## config.mk

```make
export PLATFORM = sky130hd
export DESIGN_NAME = pipe_stage_reg
export DESIGN_NICKNAME = d
export VERILOG_FILES = /design/src/rtl/pipe_stage_reg_pkg.sv /design/src/rtl/pipe_stage_reg_sat_counter.sv /design/src/rtl/pipe_stage_reg.sv
export SDC_FILE = /design/constraint.sdc
export NUM_CORES = 1
export LEC_CHECK = 0
export ABC_CLOCK_PERIOD_IN_PS = 2400
export BUFFER_PORTS_ARGS = -buffer_cell sky130_fd_sc_hd__buf_2
export CORE_AREA = 5 5 134 136
export DETAILED_ROUTE_END_ITERATION = 12
export DIE_AREA = 0 0 139 141
export PLACE_DENSITY = 0.79
export SYNTH_ARGS = -nofsm -noshare
export SYNTH_HDL_FRONTEND = slang
export SYNTH_SLANG_ARGS = --single-unit
export TNS_END_PERCENT = 10
```

## constraint.sdc

```tcl
create_clock -name clk -period 2.4 [get_ports clk]
set_input_delay 0.48 -clock clk [delete_from_list [all_inputs] [get_ports clk]]
set_output_delay 0.48 -clock clk [all_outputs]
set_load 0.005 [all_outputs]
```

## src/rtl/pipe_stage_reg_pkg.sv

```systemverilog
// Shared definitions for the MEM/WB pipeline stage register:
// field widths, payload packing and the skid-buffer state encoding.
package pipe_stage_reg_pkg;

    // Datapath and register-file address widths of the core
    localparam int unsigned REG_WIDTH      = 32;
    localparam int unsigned REG_ADDR_WIDTH = 5;
    localparam int unsigned OPCODE_WIDTH   = 7;
    localparam int unsigned WB_SEL_WIDTH   = 1;

    // alu_out + dataB + opcode + rs1 + rs2 + rd + reg_write_en + wb_sel
    localparam int unsigned MEM_WB_WIDTH =
        2 * REG_WIDTH + OPCODE_WIDTH + 3 * REG_ADDR_WIDTH + 1 + WB_SEL_WIDTH;

    // Skid-buffer occupancy states; encoding equals the entry count
    typedef enum logic [1:0] {
        ST_EMPTY = 2'd0,
        ST_ONE   = 2'd1,
        ST_TWO   = 2'd2
    } stage_state_e;

    // MEM/WB bundle as carried through the stage
    typedef struct packed {
        logic [REG_WIDTH-1:0]      alu_out;
        logic [REG_WIDTH-1:0]      data_b;
        logic [OPCODE_WIDTH-1:0]   opcode;
        logic [REG_ADDR_WIDTH-1:0] rs1;
        logic [REG_ADDR_WIDTH-1:0] rs2;
        logic [REG_ADDR_WIDTH-1:0] rd;
        logic                      reg_write_en;
        logic [WB_SEL_WIDTH-1:0]   wb_sel;
    } mem_wb_t;

    // Flatten the MEM/WB fields into the stage payload vector
    function automatic logic [MEM_WB_WIDTH-1:0] pack_mem_wb(input mem_wb_t f);
        return f;
    endfunction

    // Recover the MEM/WB fields from a stage payload vector
    function automatic mem_wb_t unpack_mem_wb(input logic [MEM_WB_WIDTH-1:0] p);
        return mem_wb_t'(p);
    endfunction

endpackage

```

## src/rtl/pipe_stage_reg_sat_counter.sv

```systemverilog
// Saturating up-counter with synchronous clear; clear beats increment.
module sat_counter #(
    parameter int unsigned CNT_WIDTH = 16
) (
    input  logic                 clk,
    input  logic                 reset_n,
    input  logic                 inc,
    input  logic                 clr,
    output logic [CNT_WIDTH-1:0] cnt
);

    // Count up on inc, stick at all-ones, clear has priority
    always_ff @(posedge clk or negedge reset_n) begin
        if (!reset_n) begin
            cnt <= '0;
        end else if (clr) begin
            cnt <= '0;
        end else if (inc && (cnt != '1)) begin
            cnt <= cnt + 1'b1;
        end
    end

endmodule

```

## src/rtl/pipe_stage_reg.sv

```systemverilog
// MEM/WB pipeline stage register built as a 2-entry skid buffer.
// in_ready is registered so there is no combinational path from out_ready;
// the skid entry absorbs the one transfer that arrives while the stage fills.
module pipe_stage_reg
    import pipe_stage_reg_pkg::*;
#(
    parameter int unsigned PAYLOAD_WIDTH = MEM_WB_WIDTH,
    parameter int unsigned CNT_WIDTH     = 16
) (
    input  logic                     clk,
    input  logic                     reset_n,
    input  logic                     in_valid,
    output logic                     in_ready,
    input  logic [PAYLOAD_WIDTH-1:0] in_payload,
    output logic                     out_valid,
    input  logic                     out_ready,
    output logic [PAYLOAD_WIDTH-1:0] out_payload,
    input  logic                     flush,
    output logic [1:0]               occupancy,
    input  logic                     cnt_clr,
    output logic [CNT_WIDTH-1:0]     stall_cnt
);

    stage_state_e             state_q, state_d;
    logic [PAYLOAD_WIDTH-1:0] main_q, main_d;
    logic [PAYLOAD_WIDTH-1:0] skid_q, skid_d;
    logic                     in_ready_d;
    logic                     out_valid_d;
    logic [1:0]               occ_d;
    logic                     accept;
    logic                     drain;
    logic                     stall;

    assign accept      = in_valid & in_ready;
    assign drain       = out_valid & out_ready;
    assign stall       = out_valid & ~out_ready;
    assign out_payload = main_q;

    // Next-state and payload movement; flush overrides every other event
    always_comb begin
        state_d = state_q;
        main_d  = main_q;
        skid_d  = skid_q;
        if (flush) begin
            state_d = ST_EMPTY;
            main_d  = '0;
            skid_d  = '0;
        end else begin
            case (state_q)
                ST_EMPTY: begin
                    if (accept) begin
                        main_d  = in_payload;
                        state_d = ST_ONE;
                    end
                end
                ST_ONE: begin
                    if (accept && drain) begin
                        main_d = in_payload;
                    end else if (drain) begin
                        state_d = ST_EMPTY;
                    end else if (accept) begin
                        skid_d  = in_payload;
                        state_d = ST_TWO;
                    end
                end
                ST_TWO: begin
                    if (drain) begin
                        main_d  = skid_q;
                        state_d = ST_ONE;
                    end
                end
                default: begin
                    state_d = ST_EMPTY;
                end
            endcase
        end
    end

    // Handshake outputs are decoded from the next state so they update with it
    always_comb begin
        in_ready_d  = (state_d != ST_TWO);
        out_valid_d = (state_d != ST_EMPTY);
        case (state_d)
            ST_ONE:  occ_d = 2'd1;
            ST_TWO:  occ_d = 2'd2;
            default: occ_d = 2'd0;
        endcase
    end

    // State, payload and registered handshake outputs
    always_ff @(posedge clk or negedge reset_n) begin
        if (!reset_n) begin
            state_q   <= ST_EMPTY;
            main_q    <= '0;
            skid_q    <= '0;
            in_ready  <= 1'b0;
            out_valid <= 1'b0;
            occupancy <= 2'd0;
        end else begin
            state_q   <= state_d;
            main_q    <= main_d;
            skid_q    <= skid_d;
            in_ready  <= in_ready_d;
            out_valid <= out_valid_d;
            occupancy <= occ_d;
        end
    end

    sat_counter #(
        .CNT_WIDTH(CNT_WIDTH)
    ) u_stall_cnt (
        .clk    (clk),
        .reset_n(reset_n),
        .inc    (stall),
        .clr    (cnt_clr),
        .cnt    (stall_cnt)
    );

endmodule
```

Word level (Yosys, flattened, before mapping)
Cells that the tools add are included.
{ "word_totals": {"register_bits": 198, "input_bits": 94, "out_inout_bits": 108, "wordCells": 52} }
{ "op_classes": {"n_addsub": 1, "n_eq_ne": 11, "muxes": 19, "bitwise": 4, "n_reduce_logical": 10} }
{ "ops": {"columns": ["op", "count"], "rows": [
  ["two-way mux 88 bit", 8],
  ["one-hot mux 88 bit (3 select lines)", 1],
  ["two-way mux 16 bit", 2],
  ["adder 16 x 1 -> 16 bit, second input constant", 1],
  ["!= test 16 bit, second input constant", 1],
  ["two-way mux 2 bit", 6],
  ["!= test 3 bit, second input constant", 3],
  ["AND reduction 4 bit", 2],
  ["nonzero test 2 bit", 4],
  ["!= test 2 bit, second input constant", 3],
  ["one-hot mux 2 bit (3 select lines)", 1],
  ["== test 2 x 1 -> 1 bit, second input constant", 2],
  ["== test 2 bit, second input constant", 2],
  ["one-hot mux 2 bit (2 select lines)", 1],
  ["nonzero test 4 bit", 1],
  ["AND 1 bit", 3],
  ["logical AND 1 bit", 2],
  ["zero test 2 bit", 1],
  ["NOT 1 bit", 1]
]} }

Depth between registers and ports, before layout
{ "depth": {"depth_word": 8, "ltp_mapped": 7} }

By module
A second synthesis with hierarchy kept.
{ "hier_totals": {"cells_unflattened": 939, "area_unflattened_um2": 10308.6} }
{ "modules_own_cells": {"columns": ["module", "instances", "cells_per_inst", "area_each_um2", "seq_area_each_um2"], "rows": [
  ["pipe_stage_reg", 1, 841, 9366.5, 4554.4],
  ["sat_counter", 1, 98, 942.2, 400.4]
]} }

Worst setup path before layout
Ideal clock, no wire load.
{ "synth_timing": {"kind": "input to register", "startpoint": "input flush", "endpoint": "register main_q[10], in the netlist out_payload[10]", "t_arrival_ns": 1.685, "path_slack_ns": 0.590, "stages": 6, "n_path_buf": 4, "path_cell_list": "clkbuf_1 or3_1 buf_2 buf_6 buf_6 mux2_4"} }
{ "synth_between": {"elab_chain_cells": 2, "word_cells_on_any_way": 6, "classes_between": "3 x eq/ne; 1 x mux; 2 x reduce/logical"} }
{ "synth_rtl": {"columns": ["item", "line", "text"], "rows": [
  ["start: declaration", "pipe_stage_reg.sv:18", "input logic flush,"],
  ["!= test 3 bit (no source line) / nonzero test 4 bit (equally long branches)", null, null],
  ["AND reduction 4 bit (no source line)", null, null],
  ["end signal: assignment", "pipe_stage_reg.sv:101", "main_q <= main_d;"],
  ["end: declaration", "pipe_stage_reg.sv:25", "logic [PAYLOAD_WIDTH-1:0] main_q, main_d;"]
]} }
Several ways; a longest one is shown, not always the timed one.
A chain may end at the register's enable or synchronous reset.

Worst setup path in the final report
{ "layout_timing": {"startpoint": "register u_stall_cnt.cnt[0]", "endpoint": "register u_stall_cnt.cnt[2]"} }
{ "layout_between": {"elab_chain_cells": 3, "word_cells_on_any_way": 6, "classes_between": "1 x add/sub; 1 x eq/ne; 2 x mux; 2 x reduce/logical"} }
{ "layout_rtl": {"columns": ["item", "line", "text"], "rows": [
  ["start: declaration", "pipe_stage_reg_sat_counter.sv:9", "output logic [CNT_WIDTH-1:0] cnt"],
  ["start signal: assignment", "pipe_stage_reg_sat_counter.sv:19", "cnt <= cnt + 1'b1;"],
  ["adder 16 x 1 -> 16 bit / != test 16 bit (equally long branches)", "pipe_stage_reg_sat_counter.sv:19, pipe_stage_reg_sat_counter.sv:18", null],
  ["two-way mux 16 bit / logical AND 1 bit (equally long branches)", "pipe_stage_reg_sat_counter.sv:18", "end else if (inc && (cnt != '1)) begin"],
  ["two-way mux 16 bit / nonzero test 2 bit (equally long branches)", null, null]
]} }
Several ways; a longest one is shown, not always the timed one. The select of a mux whose other input is x is not followed.

==> metrics.csv <==
stage;metric;value;unit
outcome;outcome;complete, no violations;
final_layout;Finished Cell Area;10700;sq um
setup_path;Critical Path AT;2.50;ns
setup_path;Crit Reg-Reg Endpoint;u_stall_cnt.cnt[2];
sta;final setup fails;0;
power;PD cells;747;nW/um^2
setup_path;CP Cell Sequence;ha_1 -> nand4_1 -> o41ai_4 -> o21ai_0 -> a21oi_1;
power;Combinational Power Share;14.9;%
floorplan;die area;19600;sq um
min_path;Hold Path Class;in2async;
power;switch share;25.1;%
power;Clock Power Share;38.1;%
setup_path;max incr delay on CP;0.80;ns
grt;initial antenna violation count;2;
sta;Final min period;2.16;ns
synth;top_reg_cell synth;dfrtp_1;
sta;Final Hold Fails;0;
sta;Max Clk Rate;464;MHz
power;Flop pwr share;47.0;%
power;Leak;5.27;nW
place;Placed Instances;1175;
synth;Post-Syn Nets;891;
cts;H-tree depth;4;
setup_path;R2R Setup Slk;0.24;ns
run;Max Cap Viol;0;
cts;Clk Latency, worst-skew pair;0.43;ns
floorplan;IO Pins;202;
setup_path;delay-heaviest family, CP;compound AO/OA/AOI/OAI gates;
setup_path;Required @ worst endpoint;2.75;ns
cts;CTS Buf Count;17;
grt;Overall Global Routing Usage;22.1;%
cts;clk slew on worst S/H paths;0.07;ns
detailed_routing;wire per inst;18.1;um
grt;GRT overflow;0;
floorplan;die width;139;um
synth;Cell variety after synth;35;
setup_path;Critical R2R Launch;u_stall_cnt.cnt[0];
grt;number of global-route vias before repair;6908;
synth;Synth Register Bits;198;
power;P_int;5.97;mW
detailed_routing;DR vias;6871;
synth;Gate Count Post-Synth;796;
cts;CTS Sinks;198;
setup_path;WP buf/inv;0;
floorplan;Die H;141;um
cts;hold buffer count at cts;0;
synth;synthesized area;8750;sq um
grt;largest net degree at the start of global routing;92;
detailed_routing;remaining antenna violation count;0;
final_layout;Filler Cells Inserted;1375;
final_layout;share of layout cells above drive strength 1;35.1;%
synth;sequential fraction of the synthesis area;56.6;%
detailed_routing;final wirelength;21.9;mm
detailed_routing;First DRT Iteration DRCs;428;
final_layout;Layout Utilization;63.5;%
cts;CTS tree;yes;
sta;Max Slew Vio Count;0;
setup_path;Critical Path Sink Type;register;
sta;Worst-Margin Slew;1.13;ns
final_layout;fin cells;1208;
sta;slew margin rel.;24.6;%
detailed_routing;First-pass DRT Iterations;6;
sta;Fin Setup TNS;0;ns
synth;Post-synth EDFFs;0;
floorplan;initial core utilization;52.1;%
setup_path;FF-to-FF path depth;5;
sta;Setup Skew;0.00963;ns
power;VDD IR max;0.466;mV
cts;CTS root buf;clkbuf_16;
setup_path;CP max-delay cell;o41ai_4;
cts;Setup Buffers After CTS;0;
place;DP HPWL;13.9;mm
sta;final hold slack;0.0614;ns
synth;Syn Area/Cell;11.0;sq um
grt;first-pass GRT wire length;35.3;mm
sta;RSZ-0062 raised after global routing;false;
floorplan;core footprint;16800;sq um
setup_path;Worst setup SP type;register;
power;Net Sw Power;2.00;mW
synth;Async SR Flop Fraction;100;%
place;number of port buffers;201;
sta;part of the cycle the worst path needs;89.8;%
place;GPL Wtd Cong;0.770;
cts;post_cts resized;0;
cts;clock buffer depth;2;
detailed_routing;vias per cell;5.69;
synth;YS warnings;0;
setup_path;critical path type;reg2reg;
setup_path;crit path max fanout;12;
detailed_routing;# DRC;0;
place;Area after DPL;10000;sq um
floorplan;Core Rows;48;
final_layout;Area growth, synth to finish;22.0;%
final_layout;final net count;1065;
## routing by layer
layer	vias up	routed length, um	GRT usage (%)
met5	-	20	0
met4	2	491	7.11
met3	38	1140	4.75
met2	199	10900	36.7
met1	3478	9310	29.2
li1	3154	-	-
## worst max path at each step
| stage | start | end | slack [ns] | depth (start not counted) |
|---|---|---|---|---|
| 6_report | u_stall_cnt.cnt[0] | u_stall_cnt.cnt[2] | 0.24 | 5 |
| 5_1_grt | state_q[0] | out_payload[34] | 0.12 | 5 |
| 2_1_floorplan | flush | out_payload[10] | 0.59 | 6 |
| 4_1_cts | u_stall_cnt.cnt[8] | u_stall_cnt.cnt[4] | 0.24 | 4 |
| 3_3_place_gp | flush | out_payload[38] | 0.21 | 5 |
| 3_5_place_dp | flush | out_payload[36] | 0.19 | 5 |
## stage by stage
stage / setup WS (ns) / total power, mW
final: 0.244 / 7.98
after global routing: 0.122 / 8.31
after CTS: 0.240 / 8.04
after detailed placement: 0.186 / 5.01
after global placement: 0.212 / 4.97
after floorplan: 0.590 / 4.44
## final cells by class
| type | instances | area, sq um | area share (%) |
|---|---|---|---|
| tap | 225 | 282 | 2.64 |
| timing repair buffer | 217 | 1240 | 11.6 |
| inverter | 2 | 7.51 | 0.0703 |
| sequential | 198 | 4950 | 46.4 |
| antenna | 1 | 2.50 | 0.0234 |
| clock buffer | 20 | 457 | 4.28 |
| multi-input combinational | 534 | 3570 | 33.4 |
| clock inverter | 11 | 171 | 1.60 |
## worst register-to-register path: cells and delay by family (launching register included)
kind / cells / cell delay [ns]
simple gates: 1 / 0.27
compound gates: 3 / 1.17
flops: 1 / 0.41
fa+ha+maj: 1 / 0.24
## logic make-up after synthesis
kind of cell	after synthesis	share of synthesized area (%)
AND/OR/NAND/NOR	228	10.9
AO/OA/AOI/OAI	212	16.5
flip-flops	198	56.6
multiplexers	90	12.4
buffers and inverters	65	3.29
XOR/XNOR	2	0.200
adder cells (fa/ha/maj)	1	0.143
## sequential cells by signal, summed over array words and instances, names as in the netlist
| name | cells |
|---|---|
| in_ready | 1 |
| occupancy | 2 |
| out_payload | 88 |
| out_valid | 1 |
| skid_q | 88 |
| state_q | 2 |
| u_stall_cnt.cnt | 16 |
## power by group through the flow
stage	registers (mW)	logic, mW	clock network [mW]
after floorplan	3.80	0.639	0
after global placement	3.80	1.17	0
after detailed placement	3.81	1.20	0
after CTS	3.75	1.21	3.09
after global routing	3.78	1.30	3.22
final	3.75	1.19	3.04
## layout by cell type, fill, tap and decap left out, drive strengths merged, types with 2 or more instances in the layout
cell type  netlist  layout
nand4            5       5
bufinv           0       4
clkbuf          45      21
inv              2       4
o31ai            6       6
mux2i            2       2
nor2             8       8
a22o            88      88
o41ai            1       2
buf             18     216
nand2          188     188
mux2            88      88
clkinvlp         0       2
clkinv           0       3
xor2             2       2
nor2b            2       2
or3              8       8
and3             3       3
nand3            3       3
or4              6       6
a21oi          104     104
o21ai            9       9
dfrtp          198     198
## synth_stat cells (all sizes together) (3+ instances only)
master | count | area [sq um]
nand3 | 3 | 15.0
o31ai | 6 | 45.0
or4 | 6 | 45.0
dfrtp | 198 | 4950
a21oi | 104 | 521
clkbuf | 45 | 169
or3 | 8 | 50.1
buf | 18 | 111
nand4 | 5 | 37.5
and3 | 3 | 18.8
mux2 | 88 | 1070
nor2 | 8 | 30.0
a22o | 88 | 771
nand2 | 188 | 706
o21ai | 9 | 45.0
Power figures use the tool's default switching activity.
